[config.mk]
export PLATFORM = sky130hd
export DESIGN_NAME = lift_action_ctrl_flat
export DESIGN_NICKNAME = d
export VERILOG_FILES = /design/src/rtl/lift_pkg.sv /design/src/rtl/lift_action_ctrl_if.sv /design/src/rtl/lift_phase_timer.sv /design/src/rtl/lift_action_ctrl.sv /design/src/flat_wrapper.sv
export SDC_FILE = /design/constraint.sdc
export NUM_CORES = 1
export LEC_CHECK = 0
export ABC_AREA = 0
export BUFFER_PORTS_ARGS = -buffer_cell sky130_fd_sc_hd__buf_4
export CORE_MARGIN = 3
export CORE_UTILIZATION = 53
export DETAILED_ROUTE_END_ITERATION = 10
export PLACE_DENSITY = 0.76
export SETUP_SLACK_MARGIN = 0.3
export SYNTH_ARGS = -nofsm -noshare
export SYNTH_HDL_FRONTEND = slang
export SYNTH_SLANG_ARGS = --single-unit
[constraint.sdc]
create_clock -name clk -period 2 [get_ports clk]
set_input_delay 0.2 -clock clk [delete_from_list [all_inputs] [get_ports clk]]
set_output_delay 0.2 -clock clk [all_outputs]
set_load 0.02 [all_outputs]
[src/rtl/lift_pkg.sv]
// Shared constants and types for the two-floor lift sequencer.
// Optional feature macro: LIFT_AUTO_RETURN_EN (adds the park timer default).
package lift_pkg;

  // Action codes, matching the two-digit display coder encoding
  localparam logic [2:0] ACT_DN      = 3'b000;
  localparam logic [2:0] ACT_A1      = 3'b001;
  localparam logic [2:0] ACT_UP      = 3'b010;
  localparam logic [2:0] ACT_A2      = 3'b011;
  localparam logic [2:0] ACT_R1      = 3'b100;
  localparam logic [2:0] ACT_R2      = 3'b101;
  localparam logic [2:0] ACT_NOTHING = 3'b110;

  // Default phase lengths, in ticks
  localparam int unsigned DEF_REQ_T    = 2;
  localparam int unsigned DEF_TRAVEL_T = 5;
  localparam int unsigned DEF_DWELL_T  = 4;
  localparam int unsigned DEF_TW       = 4;
`ifdef LIFT_AUTO_RETURN_EN
  localparam int unsigned DEF_PARK_T   = 8;
`endif

  typedef enum logic [2:0] {
    StIdle,
    StReq1,
    StReq2,
    StUp,
    StDn,
    StAt1,
    StAt2
  } state_e;

  // Action code shown while in a given state
  function automatic logic [2:0] state_action(state_e s);
    logic [2:0] a;
    a = ACT_NOTHING;
    unique case (s)
      StIdle:  a = ACT_NOTHING;
      StReq1:  a = ACT_R1;
      StReq2:  a = ACT_R2;
      StUp:    a = ACT_UP;
      StDn:    a = ACT_DN;
      StAt1:   a = ACT_A1;
      StAt2:   a = ACT_A2;
      default: a = ACT_NOTHING;
    endcase
    return a;
  endfunction

endpackage

[src/rtl/lift_action_ctrl_if.sv]
// Call/timebase inputs and action/status outputs of the lift sequencer.
// master = call button / timebase side, slave = sequencer.
interface lift_action_ctrl_if;
  logic       tick;
  logic       call1;
  logic       call2;
  logic [2:0] action;
  logic       floor;
  logic       busy;

  modport master (output tick, call1, call2, input action, floor, busy);
  modport slave (input tick, call1, call2, output action, floor, busy);
endinterface

[src/rtl/lift_phase_timer.sv]
// Loadable TW-bit down-counter; done flags the tick on which the count sits at zero.
module lift_phase_timer #(
  parameter int unsigned TW = 4
) (
  input  logic          clk,
  input  logic          rst,
  input  logic          load,
  input  logic [TW-1:0] load_val,
  input  logic          tick,
  output logic          done
);

  logic [TW-1:0] cnt_q, cnt_d;

  // Load has priority; otherwise count down on ticks and hold at zero
  always_comb begin
    cnt_d = cnt_q;
    if (load) begin
      cnt_d = load_val;
    end else if (tick && (cnt_q != '0)) begin
      cnt_d = cnt_q - TW'(1);
    end
  end

  // Counter register
  always_ff @(posedge clk or posedge rst) begin
    if (rst) cnt_q <= '0;
    else     cnt_q <= cnt_d;
  end

  assign done = tick && (cnt_q == '0);

endmodule

[src/rtl/lift_action_ctrl.sv]
// Two-floor lift sequencer: latches calls, times request/travel/dwell phases
// and drives the registered action code for the display coder.
// Optional feature macro: LIFT_AUTO_RETURN_EN (park at floor 1 returns to floor 1... i.e. floor 0).
module lift_action_ctrl
  import lift_pkg::*;
#(
  parameter int unsigned REQ_T    = DEF_REQ_T,
  parameter int unsigned TRAVEL_T = DEF_TRAVEL_T,
  parameter int unsigned DWELL_T  = DEF_DWELL_T,
  parameter int unsigned TW       = DEF_TW
`ifdef LIFT_AUTO_RETURN_EN
  ,
  parameter int unsigned PARK_T   = DEF_PARK_T
`endif
) (
  input logic              clk,
  input logic              rst,
  lift_action_ctrl_if.slave bus
);

  // Timers load T-1 so that a phase lasts exactly T ticks
  localparam logic [TW-1:0] ReqLd    = TW'(REQ_T - 1);
  localparam logic [TW-1:0] TravelLd = TW'(TRAVEL_T - 1);
  localparam logic [TW-1:0] DwellLd  = TW'(DWELL_T - 1);

  state_e     state_q, state_d;
  logic       floor_q, floor_d;
  logic       pend1_q, pend1_d;
  logic       pend2_q, pend2_d;
  logic [2:0] action_q;
  logic       busy_q;
  logic       eff1, eff2;
  logic       clr1, clr2;
  logic       tmr_load;
  logic [TW-1:0] tmr_val;
  logic       tmr_done;
  logic       park_done;

  assign eff1 = pend1_q | bus.call1;
  assign eff2 = pend2_q | bus.call2;

  lift_phase_timer #(
    .TW(TW)
  ) u_phase_timer (
    .clk     (clk),
    .rst     (rst),
    .load    (tmr_load),
    .load_val(tmr_val),
    .tick    (bus.tick),
    .done    (tmr_done)
  );

`ifdef LIFT_AUTO_RETURN_EN
  localparam logic [TW-1:0] ParkLd = TW'(PARK_T - 1);

  logic park_arm;
  logic park_tmr_done;

  // Park timer runs only while idle at floor 2 with nothing wanted; reloads otherwise
  assign park_arm = (state_q == StIdle) && floor_q && !eff1 && !eff2;

  lift_phase_timer #(
    .TW(TW)
  ) u_park_timer (
    .clk     (clk),
    .rst     (rst),
    .load    (!park_arm),
    .load_val(ParkLd),
    .tick    (bus.tick),
    .done    (park_tmr_done)
  );

  assign park_done = park_arm && park_tmr_done;
`else
  assign park_done = 1'b0;
`endif

  // Next-state, floor update, timer loads and pending-clear strobes
  always_comb begin
    state_d  = state_q;
    floor_d  = floor_q;
    tmr_load = 1'b0;
    tmr_val  = '0;
    clr1     = 1'b0;
    clr2     = 1'b0;
    unique case (state_q)
      StIdle: begin
        // Current floor first, so a same-floor call skips the request phase
        if (floor_q ? eff2 : eff1) begin
          state_d  = floor_q ? StAt2 : StAt1;
          tmr_load = 1'b1;
          tmr_val  = DwellLd;
        end else if (floor_q ? eff1 : eff2) begin
          state_d  = floor_q ? StReq1 : StReq2;
          tmr_load = 1'b1;
          tmr_val  = ReqLd;
        end else if (park_done) begin
          state_d  = StDn;
          tmr_load = 1'b1;
          tmr_val  = TravelLd;
        end
      end
      StReq1: begin
        if (tmr_done) begin
          state_d  = StDn;
          tmr_load = 1'b1;
          tmr_val  = TravelLd;
        end
      end
      StReq2: begin
        if (tmr_done) begin
          state_d  = StUp;
          tmr_load = 1'b1;
          tmr_val  = TravelLd;
        end
      end
      StUp: begin
        if (tmr_done) begin
          state_d  = StAt2;
          floor_d  = 1'b1;
          tmr_load = 1'b1;
          tmr_val  = DwellLd;
        end
      end
      StDn: begin
        if (tmr_done) begin
          state_d  = StAt1;
          floor_d  = 1'b0;
          tmr_load = 1'b1;
          tmr_val  = DwellLd;
        end
      end
      StAt1: begin
        if (tmr_done) begin
          state_d = StIdle;
          clr1    = 1'b1;
        end
      end
      StAt2: begin
        if (tmr_done) begin
          state_d = StIdle;
          clr2    = 1'b1;
        end
      end
      default: state_d = StIdle;
    endcase
  end

  // Calls are always latched; clearing on the dwell exit edge wins over a held call
  always_comb begin
    pend1_d = (pend1_q | bus.call1) & ~clr1;
    pend2_d = (pend2_q | bus.call2) & ~clr2;
  end

  // State, position, pending flags and registered outputs
  always_ff @(posedge clk or posedge rst) begin
    if (rst) begin
      state_q  <= StIdle;
      floor_q  <= 1'b0;
      pend1_q  <= 1'b0;
      pend2_q  <= 1'b0;
      action_q <= ACT_NOTHING;
      busy_q   <= 1'b0;
    end else begin
      state_q  <= state_d;
      floor_q  <= floor_d;
      pend1_q  <= pend1_d;
      pend2_q  <= pend2_d;
      action_q <= state_action(state_d);
      busy_q   <= (state_d != StIdle);
    end
  end

  assign bus.action = action_q;
  assign bus.floor  = floor_q;
  assign bus.busy   = busy_q;

endmodule

[src/flat_wrapper.sv]
// flat-port wrapper written by rule: the top's interface ports become plain ports
module lift_action_ctrl_flat import lift_pkg::*;
#(
  parameter int unsigned REQ_T    = DEF_REQ_T,
  parameter int unsigned TRAVEL_T = DEF_TRAVEL_T,
  parameter int unsigned DWELL_T  = DEF_DWELL_T,
  parameter int unsigned TW       = DEF_TW

)
  (clk, rst, bus_tick, bus_call1, bus_call2, bus_action, bus_floor, bus_busy);
  lift_action_ctrl_if bus_i ();
  input logic clk;
  input logic rst;
  input wire logic [$bits(bus_i.tick)-1:0] bus_tick;
  input wire logic [$bits(bus_i.call1)-1:0] bus_call1;
  input wire logic [$bits(bus_i.call2)-1:0] bus_call2;
  output wire logic [$bits(bus_i.action)-1:0] bus_action;
  output wire logic [$bits(bus_i.floor)-1:0] bus_floor;
  output wire logic [$bits(bus_i.busy)-1:0] bus_busy;
  assign bus_i.tick = bus_tick;
  assign bus_i.call1 = bus_call1;
  assign bus_i.call2 = bus_call2;
  assign bus_action = bus_i.action;
  assign bus_floor = bus_i.floor;
  assign bus_busy = bus_i.busy;
  lift_action_ctrl #(.REQ_T(REQ_T), .TRAVEL_T(TRAVEL_T), .DWELL_T(DWELL_T), .TW(TW)) u_core (.clk(clk), .rst(rst), .bus(bus_i));
endmodule
# Word level (Yosys, flattened, before mapping)

Cells that the tools add are included.
Widths: inputs -> output; s select.

Bits of input ports: 5
Logic and storage cells: 70
Register bits after elaboration: 14
Output and inout port bits: 5

Eq/ne operators: 14
Multiplexer cells: 29
Add/subtract/negate cells: 1
Bitwise logic cells: 6
Reductions and logical operators: 13

Operators with widths:

| cell                | number |
|---|---|
| $pmux 3 s6          | 2 |
| $mux 3              | 8 |
| $eq 3x3->1 const B  | 6 |
| $eq 3x2->1 const B  | 4 |
| $mux 4              | 3 |
| $pmux 4 s3          | 1 |
| $mux 1              | 10 |
| $eq 3x1->1 const B  | 2 |
| $mux 2              | 3 |
| $reduce_or 2->1     | 3 |
| $logic_not 4->1     | 1 |
| $ne 2x1->1 const B  | 2 |
| $pmux 1 s2          | 2 |
| $reduce_bool 2->1   | 2 |
| $reduce_bool 4->1   | 1 |
| $reduce_or 4->1     | 1 |
| $sub 4x1->4 const B | 1 |
| $logic_not 3->1     | 1 |
| $reduce_and 3->1    | 1 |
| $reduce_bool 3->1   | 1 |
| $and 1x1->1         | 2 |
| $logic_and 1x1->1   | 2 |
| $not 1->1           | 2 |
| $or 1x1->1          | 2 |

# Depth between registers and ports, before layout

Word-level depth: 7
Depth in mapped cells: 8
Depth with buffers taken out: 7

# Modules after synthesis

A second synthesis with hierarchy kept.

Cell total of the unflattened synthesis: 98
Area, all modules: 914.6 um2

Modules (own cells, without submodules):

| module           | sequential area each (um2) | area an instance (um2) | instances | cells each |
|---|---|---|---|---|
| lift_action_ctrl | 252.7                      | 653.1                  | 1         | 70 |
| lift_phase_timer | 100.1                      | 261.5                  | 1         | 28 |

# Least setup slack after synthesis

No wires, ideal clock.

Path type: register to register
From: register u_core.u_phase_timer.cnt_q[0]
To: register u_core.u_phase_timer.cnt_q[0]
Arrival: 1525 ps
Clock period less this slack: 1651 ps
Setup slack: 349 ps
Required time: 1874 ps
Cell stages (with the launch flop): 8
Cell sequence: dfrtp_1 -> inv_1 -> ha_1 -> and4bb_4 -> buf_6 -> nand3_1 -> o31ai_1 -> o32a_1

Cells in the longest elaborated chain, start to end: 5
Elaborated cells between the ends (all ways): 12
Classes of those cells: add/sub (1); mux (6); reduce/logical (5)

Ends and longest elaborated chain:

| what                                               | line                   | source |
|---|---|---|
| start, declared                                    | lift_phase_timer.sv:13 | `logic [TW-1:0] cnt_q, cnt_d;` |
| start signal, assigned                             | lift_phase_timer.sv:28 | `else cnt_q <= cnt_d;` |
| $logic_not 4->1                                    | lift_phase_timer.sv:31 | `assign done = tick && (cnt_q == '0);` |
| $logic_and 1x1->1                                  | lift_phase_timer.sv:31 |  |
| $mux 2 / $mux 1 (equally long branches)            | n/a                    |  |
| $pmux 4 s3 / $pmux 1 s2 (equally long branches)    | lift_action_ctrl.sv:86 | `unique case (state_q)` |
| $mux 4 / $reduce_bool 2->1 (equally long branches) | n/a                    |  |

Several ways; a longest one is shown, not always the timed one. The select of a mux whose other input is x is not followed.
A chain may end at the register's enable or synchronous reset.

# Worst setup path after layout

From: register u_core.u_phase_timer.cnt_q[1]
To: register u_core.u_phase_timer.cnt_q[0]

The elaborated chain is that of the path after synthesis.

==> results.cfg <==
[routing]
wire_per_inst_um = 16.03
drt-initial-drc-count = 14
ant_nets = 0
routed_wl_mm = 1.956
firstDrtPassIters = 4
post_drt_via_cell_ratio = 6.074
drc = 0
vias = 741

[floorplan]
die-area_mm2 = 0.002035
die_x_um = 45.11
initial_core_util_pct = 59.34
pin_count = 10
die_h_um = 45.11
rows = 13
core_area_mm2 = 0.001366

[outcome]
status = complete, no violations

[sta]
tightest_slew_ps = 519.2
drv_slew = 0
finalCritPeriodShare_pct = 84.88
finClkSkew_ps = 6.166
setup_ws_ps = 302.3
grt_setup_unrepaired = yes
holdWs_ps = 246.4
fmax_mhz = 589.0
slew_headroom_pct = 65.35
setup_viol = 0
setup_tns_ps = 0
fin_crit_ps = 1698
final-hold-violation-count = 0

[synth]
synth_cells = 85
ys_seq_area_share_pct = 43.52
synthDistinctLibCells = 37
synthesis.nets = 92
syn_avg_cell_area_um2 = 9.539
ys_ff_latch = 14
yosysWarningCount = 0
netlist_area_um2 = 810.8

[critical_path]
critical_path_class = reg -> reg
cp_max_fo = 4
slowest_stage = dfrtp_1
r2r_slack_ps = 300
endpoint_kind = flip-flop
path_cells = inv_2 > ha_4 > and4bb_2 > nor2_1 > o31ai_2 > a21oi_1 > o32a_1
cp_slowest_stage_delay_ps = 400
arrival_ps = 1870
start_kind = flip-flop
crit_required_ps = 2170

[cells_and_area]
drive_above_1_share_pct = 41.12
final_area_mm2 = 0.001046
instances_no_fill = 122
diodes = 0
fin_nets = 116
area_growth_syn_to_layout_pct = 29.01

[placement]
hpwl_mm = 1.156
preCtsSetupSlack_ps = 62.77
io_buffers = 9
dpl_cell_area_um2 = 879.6
gp_congestion = 0.7347
placedCellCount = 106

[clocking]
cts.clk_slew.worst_paths_ps = 80
clk_latency_ps = 280
cts_buffer_depth = 2
htree_num_levels = 1
cts-root-buf = clkbuf_4
cts_buffers = 3
cts.sinks = 14
cts_tree = done

[power]
p_sw_share_pct = 40.26
pwr-share-seq_pct = 34.0
intPower_uw = 761.1
pwr-share-comb_pct = 53.5
power_density_mw_per_mm2 = 1218
peakVddDrop_mv = 0.7483
power.switching_uw = 513.0
p_leak_nw = 0.4535
pwr-share-clk_pct = 12.5

[grt]
grt_use_total_pct = 21.95
grt_max_degree = 15
overflow = 0
grt_pass1_wl_mm = 3.118
grt_antenna_before_repair = 0
grt_pass1_vias = 739

[hold_path]
worstHoldPathType = in -> reg

[run]
drv_cap = 0
==> repair_timing <==
| item | CTS | global route |
|---|---|---|
| hold buffers | 1 | 0 |
| hold endpoints to repair | 12 | 0 |
| resized for setup | 5 | 4 |
| pin swaps | 8 | 7 |
| endpoints found under the setup margin | 7 | 4 |
| cloned | 1 | 0 |
| setup buffers | 6 | 5 |
==> cells by family (layout without fill, tap and decap cells) <==
family	count (synthesis)	in the layout	synth area share, %
compound gates	24	24	23.30
xor+xnor	4	4	4.322
fa+ha+maj	3	3	4.475
buf+inv	11	32	6.326
flops	14	14	43.52
simple gates	29	30	18.06
==> power by group through the flow <==
stage | Clock (mW) | Combinational, mW | Sequential, mW
after floorplan | 0 | 0.358 | 0.441
after global placement | 0 | 0.468 | 0.434
after detailed placement | 0 | 0.479 | 0.434
after CTS | 0.160 | 0.558 | 0.427
after global routing | 0.179 | 0.732 | 0.440
final | 0.159 | 0.682 | 0.434
==> area by class of cell <==
class | instances | area (um2)
Sequential cell | 14 | 352.8
Tap cell | 15 | 18.77
Fill cell | 96 | 320.3
Clock buffer | 3 | 22.52
Timing Repair Buffer | 22 | 167.7
Multi-Input combinational cell | 61 | 457.9
Inverter | 7 | 26.28
==> routing by layer <==
layer  GRT usage (%)  routed length [um]  vias up
met5               0                   0        -
met4           15.20                  51        0
met3           7.171                 149        7
met2           35.59                 909       35
met1           23.98                 845      353
li1                -                   -      346
==> metrics by stage <==
step	power, mW	util [%]
4_1_cts	1.146	72.25
3_3_place_gp	0.9021	64.38
2_1_floorplan	0.7989	-
5_1_grt	1.351	76.56
3_5_place_dp	0.9132	64.38
6_report	1.274	76.56
==> worst paths after layout <==
path	start	end	cells after the start
max	u_core.u_phase_timer.cnt_q[1]$_DFFE_PP0P_	u_core.u_phase_timer.cnt_q[0]$_DFFE_PP0P_	7
min	bus_call1	u_core.pend1_q$_DFF_PP0_	3
max reg2reg	u_core.u_phase_timer.cnt_q[1]$_DFFE_PP0P_	u_core.u_phase_timer.cnt_q[0]$_DFFE_PP0P_	7
min reg2reg	u_core.bus.floor$_DFFE_PP0P_	u_core.bus.floor$_DFFE_PP0P_	2
max in group asynchronous	rst	u_core.bus.action[2]$_DFF_PP1_	3
min in group asynchronous	rst	u_core.u_phase_timer.cnt_q[2]$_DFFE_PP0P_	3
==> registers in the layout (all words and copies together), names as in the netlist <==
register / cells
u_core.state_q: 3
u_core.pend1_q: 1
u_core.bus.floor: 1
u_core.pend2_q: 1
u_core.bus.busy: 1
u_core.bus.action: 3
u_core.u_phase_timer.cnt_q: 4
==> cells in the final DEF (no fill, tap or decap), drive strengths merged, types with 2 or more instances in the layout <==
cell type,n
buf,21
dfrtp,12
nor2,11
nand2,8
inv,7
a21oi,5
o21ai,4
nand3,3
clkbuf,3
nor3,3
o211ai,3
a21boi,2
xor2,2
o32a,2
a31oi,2
dfstp,2
and4bb,2
xnor2,2
ha,2
==> Yosys cell counts, drive strengths merged <==
master	number	area share, %
nand3	3	1.9
a22o	1	1.2
a211o	1	1.1
nand2	8	4.0
o211ai	3	4.5
xor2	2	2.2
a211oi	1	1.5
nor2b	1	0.77
ha	2	3.1
inv	7	3.2
or2	1	0.77
nor3	3	2.5
a21oi	5	3.1
and3	1	0.77
a2111oi	1	1.2
o21ai	4	2.9
maj3	1	1.4
o21bai	1	0.93
dfstp	2	6.5
a31oi	2	1.5
nor2	11	5.4
o31ai	1	0.93
dfrtp	12	37
a21boi	2	1.9
o32a	2	2.5
clkbuf	1	0.46
and4bb	1	2.0
buf	3	2.6
xnor2	2	2.2
==> critical path: cells and delay by family (launching register included) <==
family,cells,cell delay (ps)
AND/OR/NAND/NOR,2,340
AO/OA/AOI/OAI,3,610
adder cells (fa/ha/maj),1,140
flip-flops,1,400
buffers and inverters,1,90
Note: power is estimated with default switching activity, not from simulation.
